===== src/rtl/mem_stage_pkg.sv =====
// Shared widths, load one-hot bit positions and bundle bit maps for the memory-access stage.
package mem_stage_pkg;
  localparam int RF_ALL_W = 38;
  localparam int MEM_RF_W = 53;
  localparam int CSR_RF_W = 79;
  localparam int EXC_RF_W = 7;
  localparam int LD_OP_W  = 5;

  // ld_op one-hot layout: {ld_b, ld_bu, ld_h, ld_hu, ld_w}
  localparam int LD_B  = 4;
  localparam int LD_BU = 3;
  localparam int LD_H  = 2;
  localparam int LD_HU = 1;
  localparam int LD_W  = 0;

  // csr bundle layout: {csr_wr, csr_num[13:0], csr_wmask[31:0], csr_wvalue[31:0]}
  localparam int CSR_WR_BIT  = 78;
  localparam int CSR_NUM_LSB = 64;
  localparam int CSR_NUM_W   = 14;

  // exception vector bit map
  localparam int EXC_ADEF = 0;
  localparam int EXC_ALE  = 1;
  localparam int EXC_SYS  = 2;
  localparam int EXC_BRK  = 3;
  localparam int EXC_INE  = 4;
  localparam int EXC_INT  = 5;
  localparam int EXC_ERTN = 6;
endpackage


===== src/rtl/load_ext.sv =====
// Selects the addressed byte/halfword of a loaded word and sign- or zero-extends it.
module load_ext
  import mem_stage_pkg::*;
(
  input  logic [LD_OP_W-1:0] ld_op,
  input  logic [1:0]         off,
  input  logic [31:0]        word,
  output logic [31:0]        value
);
  logic [7:0]  byte_sel;
  logic [15:0] half_sel;

  always_comb begin
    byte_sel = word[{off, 3'b000} +: 8];
    half_sel = off[1] ? word[31:16] : word[15:0];
    value    = word;
    if (ld_op[LD_B])       value = {{24{byte_sel[7]}}, byte_sel};
    else if (ld_op[LD_BU]) value = {24'd0, byte_sel};
    else if (ld_op[LD_H])  value = {{16{half_sel[15]}}, half_sel};
    else if (ld_op[LD_HU]) value = {16'd0, half_sel};
  end
endmodule


===== src/rtl/mem_stage.sv =====
// Memory-access pipeline stage: holds one instruction, waits for its data response,
// buffers and extends load data, and drops responses owed to flushed instructions.
module mem_stage
  import mem_stage_pkg::*;
(
  input  logic                clk,
  input  logic                reset,
  input  logic                ex_to_mem_valid,
  output logic                mem_allowin,
  input  logic [31:0]         ex_pc,
  input  logic [RF_ALL_W-1:0] ex_rf_all,
  input  logic [LD_OP_W-1:0]  ex_ld_op,
  input  logic                ex_mem_req,
  input  logic [CSR_RF_W-1:0] ex_csr_rf,
  input  logic [EXC_RF_W-1:0] ex_exc_rf,
  input  logic [31:0]         ex_fault_vaddr,
  input  logic                data_sram_data_ok,
  input  logic [31:0]         data_sram_rdata,
  input  logic                cancel_exc_ertn,
  input  logic                wb_allowin,
  output logic                mem_to_wb_valid,
  output logic [31:0]         mem_pc,
  output logic [MEM_RF_W-1:0] mem_rf_all,
  output logic [CSR_RF_W-1:0] mem_csr_rf,
  output logic [EXC_RF_W-1:0] mem_exc_rf,
  output logic [31:0]         mem_fault_vaddr,
  output logic                mem_ld_pending,
  output logic                mem_exc_ertn
);
  logic                mem_valid;
  logic [31:0]         pc;
  logic [RF_ALL_W-1:0] rf_all;
  logic [LD_OP_W-1:0]  ld_op;
  logic [CSR_RF_W-1:0] csr_rf;
  logic [EXC_RF_W-1:0] exc_rf;
  logic [31:0]         fault_vaddr;
  logic                req_pend;
  logic                buf_valid;
  logic [31:0]         rdata_buf;
  logic [1:0]          discard_cnt;

  logic        mem_ready_go, accept, leave, ok_live, take, disc_inc, disc_dec;
  logic        rf_we;
  logic [31:0] ld_value, rf_wdata;

  assign mem_ready_go    = ~req_pend | buf_valid;
  assign mem_allowin     = ~mem_valid | (mem_ready_go & wb_allowin);
  assign mem_to_wb_valid = mem_valid & mem_ready_go & ~cancel_exc_ertn;
  assign accept          = ex_to_mem_valid & mem_allowin & ~cancel_exc_ertn;
  assign leave           = mem_to_wb_valid & wb_allowin;

  // A response is live only once every stale response owed to flushed work is consumed.
  assign ok_live  = data_sram_data_ok & (discard_cnt == 2'd0);
  assign take     = ok_live & req_pend;
  assign disc_dec = data_sram_data_ok & (discard_cnt != 2'd0);
  assign disc_inc = cancel_exc_ertn & req_pend & ~buf_valid & ~ok_live;

  always_ff @(posedge clk or posedge reset) begin
    if (reset) begin
      mem_valid   <= 1'b0;
      pc          <= '0;
      rf_all      <= '0;
      ld_op       <= '0;
      csr_rf      <= '0;
      exc_rf      <= '0;
      fault_vaddr <= '0;
      req_pend    <= 1'b0;
      buf_valid   <= 1'b0;
      rdata_buf   <= '0;
      discard_cnt <= 2'd0;
    end else begin
      if (cancel_exc_ertn)  mem_valid <= 1'b0;
      else if (mem_allowin) mem_valid <= ex_to_mem_valid;

      if (accept) begin
        pc          <= ex_pc;
        rf_all      <= ex_rf_all;
        ld_op       <= ex_ld_op;
        csr_rf      <= ex_csr_rf;
        exc_rf      <= ex_exc_rf;
        fault_vaddr <= ex_fault_vaddr;
      end

      if (cancel_exc_ertn)  req_pend <= 1'b0;
      else if (mem_allowin) req_pend <= ex_to_mem_valid & ex_mem_req;
      else if (take)        req_pend <= 1'b0;

      if (cancel_exc_ertn || leave) buf_valid <= 1'b0;
      else if (take)                buf_valid <= 1'b1;
      if (take) rdata_buf <= data_sram_rdata;

      if (disc_inc && !disc_dec)      discard_cnt <= discard_cnt + 2'd1;
      else if (disc_dec && !disc_inc) discard_cnt <= discard_cnt - 2'd1;
    end
  end

  load_ext u_load_ext (
    .ld_op (ld_op),
    .off   (rf_all[1:0]),
    .word  (rdata_buf),
    .value (ld_value)
  );

  assign rf_we    = rf_all[37] & ~(|exc_rf);
  assign rf_wdata = (|ld_op) ? ld_value : rf_all[31:0];

  assign mem_rf_all = mem_valid ? {csr_rf[CSR_WR_BIT], csr_rf[CSR_NUM_LSB +: CSR_NUM_W],
                                   rf_we, rf_all[36:32], rf_wdata} : '0;
  assign mem_pc          = pc;
  assign mem_csr_rf      = csr_rf;
  assign mem_exc_rf      = exc_rf;
  assign mem_fault_vaddr = fault_vaddr;
  assign mem_ld_pending  = mem_valid & (|ld_op) & ~buf_valid;
  assign mem_exc_ertn    = mem_valid & (|exc_rf);

  assert property (@(posedge clk) disable iff (reset) discard_cnt <= 2'd2);
endmodule

===== config.mk =====
export PLATFORM = sky130hd
export DESIGN_NAME = mem_stage
export DESIGN_NICKNAME = d
export VERILOG_FILES = /design/src/rtl/mem_stage_pkg.sv /design/src/rtl/load_ext.sv /design/src/rtl/mem_stage.sv
export SDC_FILE = /design/constraint.sdc
export NUM_CORES = 1
export LEC_CHECK = 0
export CAP_MARGIN = 10
export CORE_ASPECT_RATIO = 0.5
export CORE_UTILIZATION = 44
export DETAILED_ROUTE_END_ITERATION = 10
export PLACE_DENSITY_LB_ADDON = 0.08
export SYNTH_ARGS = -nofsm -noshare
export SYNTH_HDL_FRONTEND = slang
export SYNTH_HIERARCHICAL = 1
export SYNTH_SLANG_ARGS = --single-unit

===== constraint.sdc =====
create_clock -name clk -period 8.36 [get_ports clk]
set_input_delay 0.836 -clock clk [delete_from_list [all_inputs] [get_ports clk]]
set_output_delay 0.836 -clock clk [all_outputs]
set_load 0.1 [all_outputs]

==> impl_metrics.sql <==
INSERT INTO impl_metrics (metric_group, metric, value, unit) VALUES
('global_route', 'number_of_global_route_vias_before_repair', '8392', ''),
('die', 'die_area', '26100', 'µm²'),
('global_route', 'grt_use_total', '0.247', ''),
('synthesis', 'netlist_cell_types', '50', ''),
('setup_path', 'max_stage_delay', '1.16', 'ns'),
('setup_path', 'cp_max_fo', '33', ''),
('placed_design', 'place_congestion', '0.891', ''),
('power_and_ir_drop', 'total_leakage_power', '7.23', 'nW'),
('setup_path', 'rr_startpoint', 'mem_valid', ''),
('sta', 'rsz0062_at_grt', 'no', ''),
('die', 'io-pin-count', '439', ''),
('hold_path', 'holdCritStartpoint', 'mem_csr_rf[11]', ''),
('placed_design', 'pre_cts_ws', '4.42', 'ns'),
('clocking', 'tritoncts', 'yes', ''),
('die', 'core.rowCount', '40', ''),
('setup_path', 'timing.critical_path.to_type', 'primary output', ''),
('sta', 'worst_slew_pin_slew', '1.07', 'ns'),
('setup_path', 'r2r.worst_path.cells', '6', ''),
('final_layout', 'drive_gt1_frac', '0.233', ''),
('hold_path', 'whs_path_depth', '1', ''),
('die', 'die_height', '115', 'µm'),
('setup_path', 'critical_path.startpoint_type', 'flop', ''),
('clocking', 'clock_path_buffers', '3', ''),
('synthesis', 'netlist_area', '11200', 'µm²'),
('power_and_ir_drop', 'ir_worst_vdd', '0.000203', 'V'),
('die', 'core-area', '24500', 'µm²'),
('synthesis', 'synth.largest_area_cell', 'sky130_fd_sc_hd__dfrtp_1', ''),
('final_layout', 'n_antenna_cell', '0', ''),
('global_route', 'grt_max_degree', '101', ''),
('sta', 'timing.slew.headroom', '0.283', ''),
('power_and_ir_drop', 'power-per-cell-area', '301', 'nW/µm²'),
('global_route', 'grt_overflow', '0', ''),
('outcome', 'run_status', 'completed', ''),
('synthesis', 'syn-num-nets', '995', ''),
('synthesis', 'asyncSetResetFlopFracSynth', '1.00', ''),
('global_route', 'grt_first_pass_wirelength', '48900', 'µm'),
('setup_path', 'timing.critical_path.arrival', '3.66', 'ns'),
('sta', 'tns', '0', 'ns'),
('sta', 'report.final.hold_viol_count', '0', ''),
('sta', 'min_period', '4.49', 'ns'),
('detailed_routing', 'drt_iter0_markers', '632', ''),
('setup_path', 'reg2reg_setup_slack', '4.82', 'ns'),
('hold_path', 'holdPathEnd', 'mem_csr_rf[11]', ''),
('sta', 'finClkSkew', '0.00778', 'ns'),
('hold_path', 'worst_hold_path_type', 'reg -> reg', ''),
('synthesis', 'synthFlopType', 'sky130_fd_sc_hd__dfrtp_1', ''),
('final_layout', 'layout_nets', '1417', ''),
('die', 'initial_utilization', '0.457', ''),
('synthesis', 'yosysSeqAreaShare', '0.515', ''),
('synthesis', 'yosys-top-cells-area', 'sky130_fd_sc_hd__dfrtp_1 (52%), sky130_fd_sc_hd__mux2_4 (22%), sky130_fd_sc_hd__mux2_2 (5.7%)', ''),
('setup_path', 'worst_r2r_endpoint', 'mem_fault_vaddr[10]', ''),
('detailed_routing', 'finalWirelength', '32300', 'µm'),
('placed_design', 'dp.final_hpwl', '23900', 'µm'),
('clocking', 'clkTransAtPathRegs', '0.07', 'ns'),
('clocking', 'cts.repair.resized', '0', ''),
('setup_path', 'critical_path_required', '7.52', 'ns'),
('clocking', 'cts.htree.levels', '1', ''),
('final_layout', 'area_delta_synth_final', '45.3', '%'),
('sta', 'finalSetupViolations', '0', ''),
('clocking', 'cts-hold-fix-buffers', '0', ''),
('detailed_routing', 'dr.pass1.iters', '7', ''),
('clocking', 'cts_made_buffers', '22', ''),
('job', 'max_cap_viols', '0', ''),
('setup_path', 'worstPathCellList', 'or4_4, nor2_8, mux2i_1, clkdlybuf4s50_1', ''),
('clocking', 'post_cts.repair.setup_buffers', '0', ''),
('global_route', 'grt_antenna_before_repair', '1', ''),
('sta', 'final_critical_path_setup_slack', '3.87', 'ns'),
('synthesis', 'synth.top_cell.area_share', '0.515', ''),
('detailed_routing', 'vias_per_cell', '4.98', ''),
('synthesis', 'yosys_warnings', '6', ''),
('setup_path', 'path_class', 'reg -> out', '');
critical path, delay by kind of cell (launching register included):
family,cells,cell delay (ns)
flip-flops,1,0.47
AND/OR/NAND/NOR,2,1.20
buffers and inverters,1,1.16
multiplexers,1,0.31
report_power, final:
group          leakage [nW]  internal, mW  switching, mW
registers              2.72          1.33          0.190
clock network         0.369         0.630          0.433
logic                  4.14         0.716           1.60
total                  7.23          2.67           2.22
sequential cells by signal, indices dropped and copies added (netlist names):
| name | flops |
|---|---|
| discard_cnt | 2 |
| ld_op | 5 |
| req_pend | 1 |
| mem_exc_rf | 7 |
| buf_valid | 1 |
| rf_all | 38 |
| mem_valid | 1 |
| mem_fault_vaddr | 32 |
| mem_csr_rf | 79 |
| mem_pc | 32 |
| rdata_buf | 32 |
per-layer routing:
| layer | part of all wire | global-route usage | vias up |
|---|---|---|---|
| met5 | 0.00040 | 0 | - |
| met4 | 0.027 | 0.0689 | 2 |
| met3 | 0.058 | 0.0631 | 55 |
| met2 | 0.52 | 0.440 | 241 |
| met1 | 0.40 | 0.297 | 3836 |
| li1 | - | - | 3511 |
cells by family (layout without fill, tap and decap cells):
family	count (synthesis)	after routing	share of synthesized area
DFF	230	230	0.515
buffers and inverters	51	488	0.0532
and+or+nand+nor	177	177	0.0802
AOI/OAI and AO/OA	27	27	0.0224
muxes	278	278	0.329
metrics by stage:
step,cell area (µm²),utilization,std cells
4_1_cts,16200,0.663,1536
2_1_floorplan,11200,-,763
3_5_place_dp,15500,0.633,1497
6_report,16200,0.663,1536
5_1_grt,16200,0.663,1536
3_3_place_gp,15500,0.633,1497
area by class of cell:
class                   instances  area [µm²]
well taps                     336         420
flip-flops and latches        230        5760
clock inverters                 8         151
clock buffers                  31         604
repair buffers                446        4440
multi-input cells             482        4840
fillers                      1865        8240
inverters                       3        18.8
worst max-delay path by stage:
stage | end | start | cells after the start
4_1_cts | mem_rf_all[29] | ld_op[1] | 4
5_1_grt | mem_rf_all[4] | ld_op[1] | 4
3_3_place_gp | mem_rf_all[29] | ld_op[1] | 4
3_5_place_dp | mem_rf_all[4] | ld_op[1] | 4
2_1_floorplan | buf_valid | reset | 1
6_report | mem_rf_all[4] | ld_op[1] | 4
cell usage after synthesis, types with 3 or more instances:
| library cell | instances |
|---|---|
| sky130_fd_sc_hd__a21oi_1 | 3 |
| sky130_fd_sc_hd__a311o_1 | 7 |
| sky130_fd_sc_hd__and2_1 | 20 |
| sky130_fd_sc_hd__and3_1 | 9 |
| sky130_fd_sc_hd__buf_12 | 18 |
| sky130_fd_sc_hd__buf_2 | 5 |
| sky130_fd_sc_hd__buf_4 | 7 |
| sky130_fd_sc_hd__buf_6 | 6 |
| sky130_fd_sc_hd__clkbuf_1 | 9 |
| sky130_fd_sc_hd__dfrtp_1 | 230 |
| sky130_fd_sc_hd__mux2_1 | 7 |
| sky130_fd_sc_hd__mux2_2 | 57 |
| sky130_fd_sc_hd__mux2_4 | 163 |
| sky130_fd_sc_hd__mux2i_1 | 51 |
| sky130_fd_sc_hd__nand2_1 | 83 |
| sky130_fd_sc_hd__nand2b_1 | 3 |
| sky130_fd_sc_hd__nand3_1 | 36 |
| sky130_fd_sc_hd__nor2_1 | 5 |
| sky130_fd_sc_hd__nor3_1 | 3 |
| sky130_fd_sc_hd__o22ai_1 | 7 |
No activity file was read; power rests on OpenSTA's default activity.
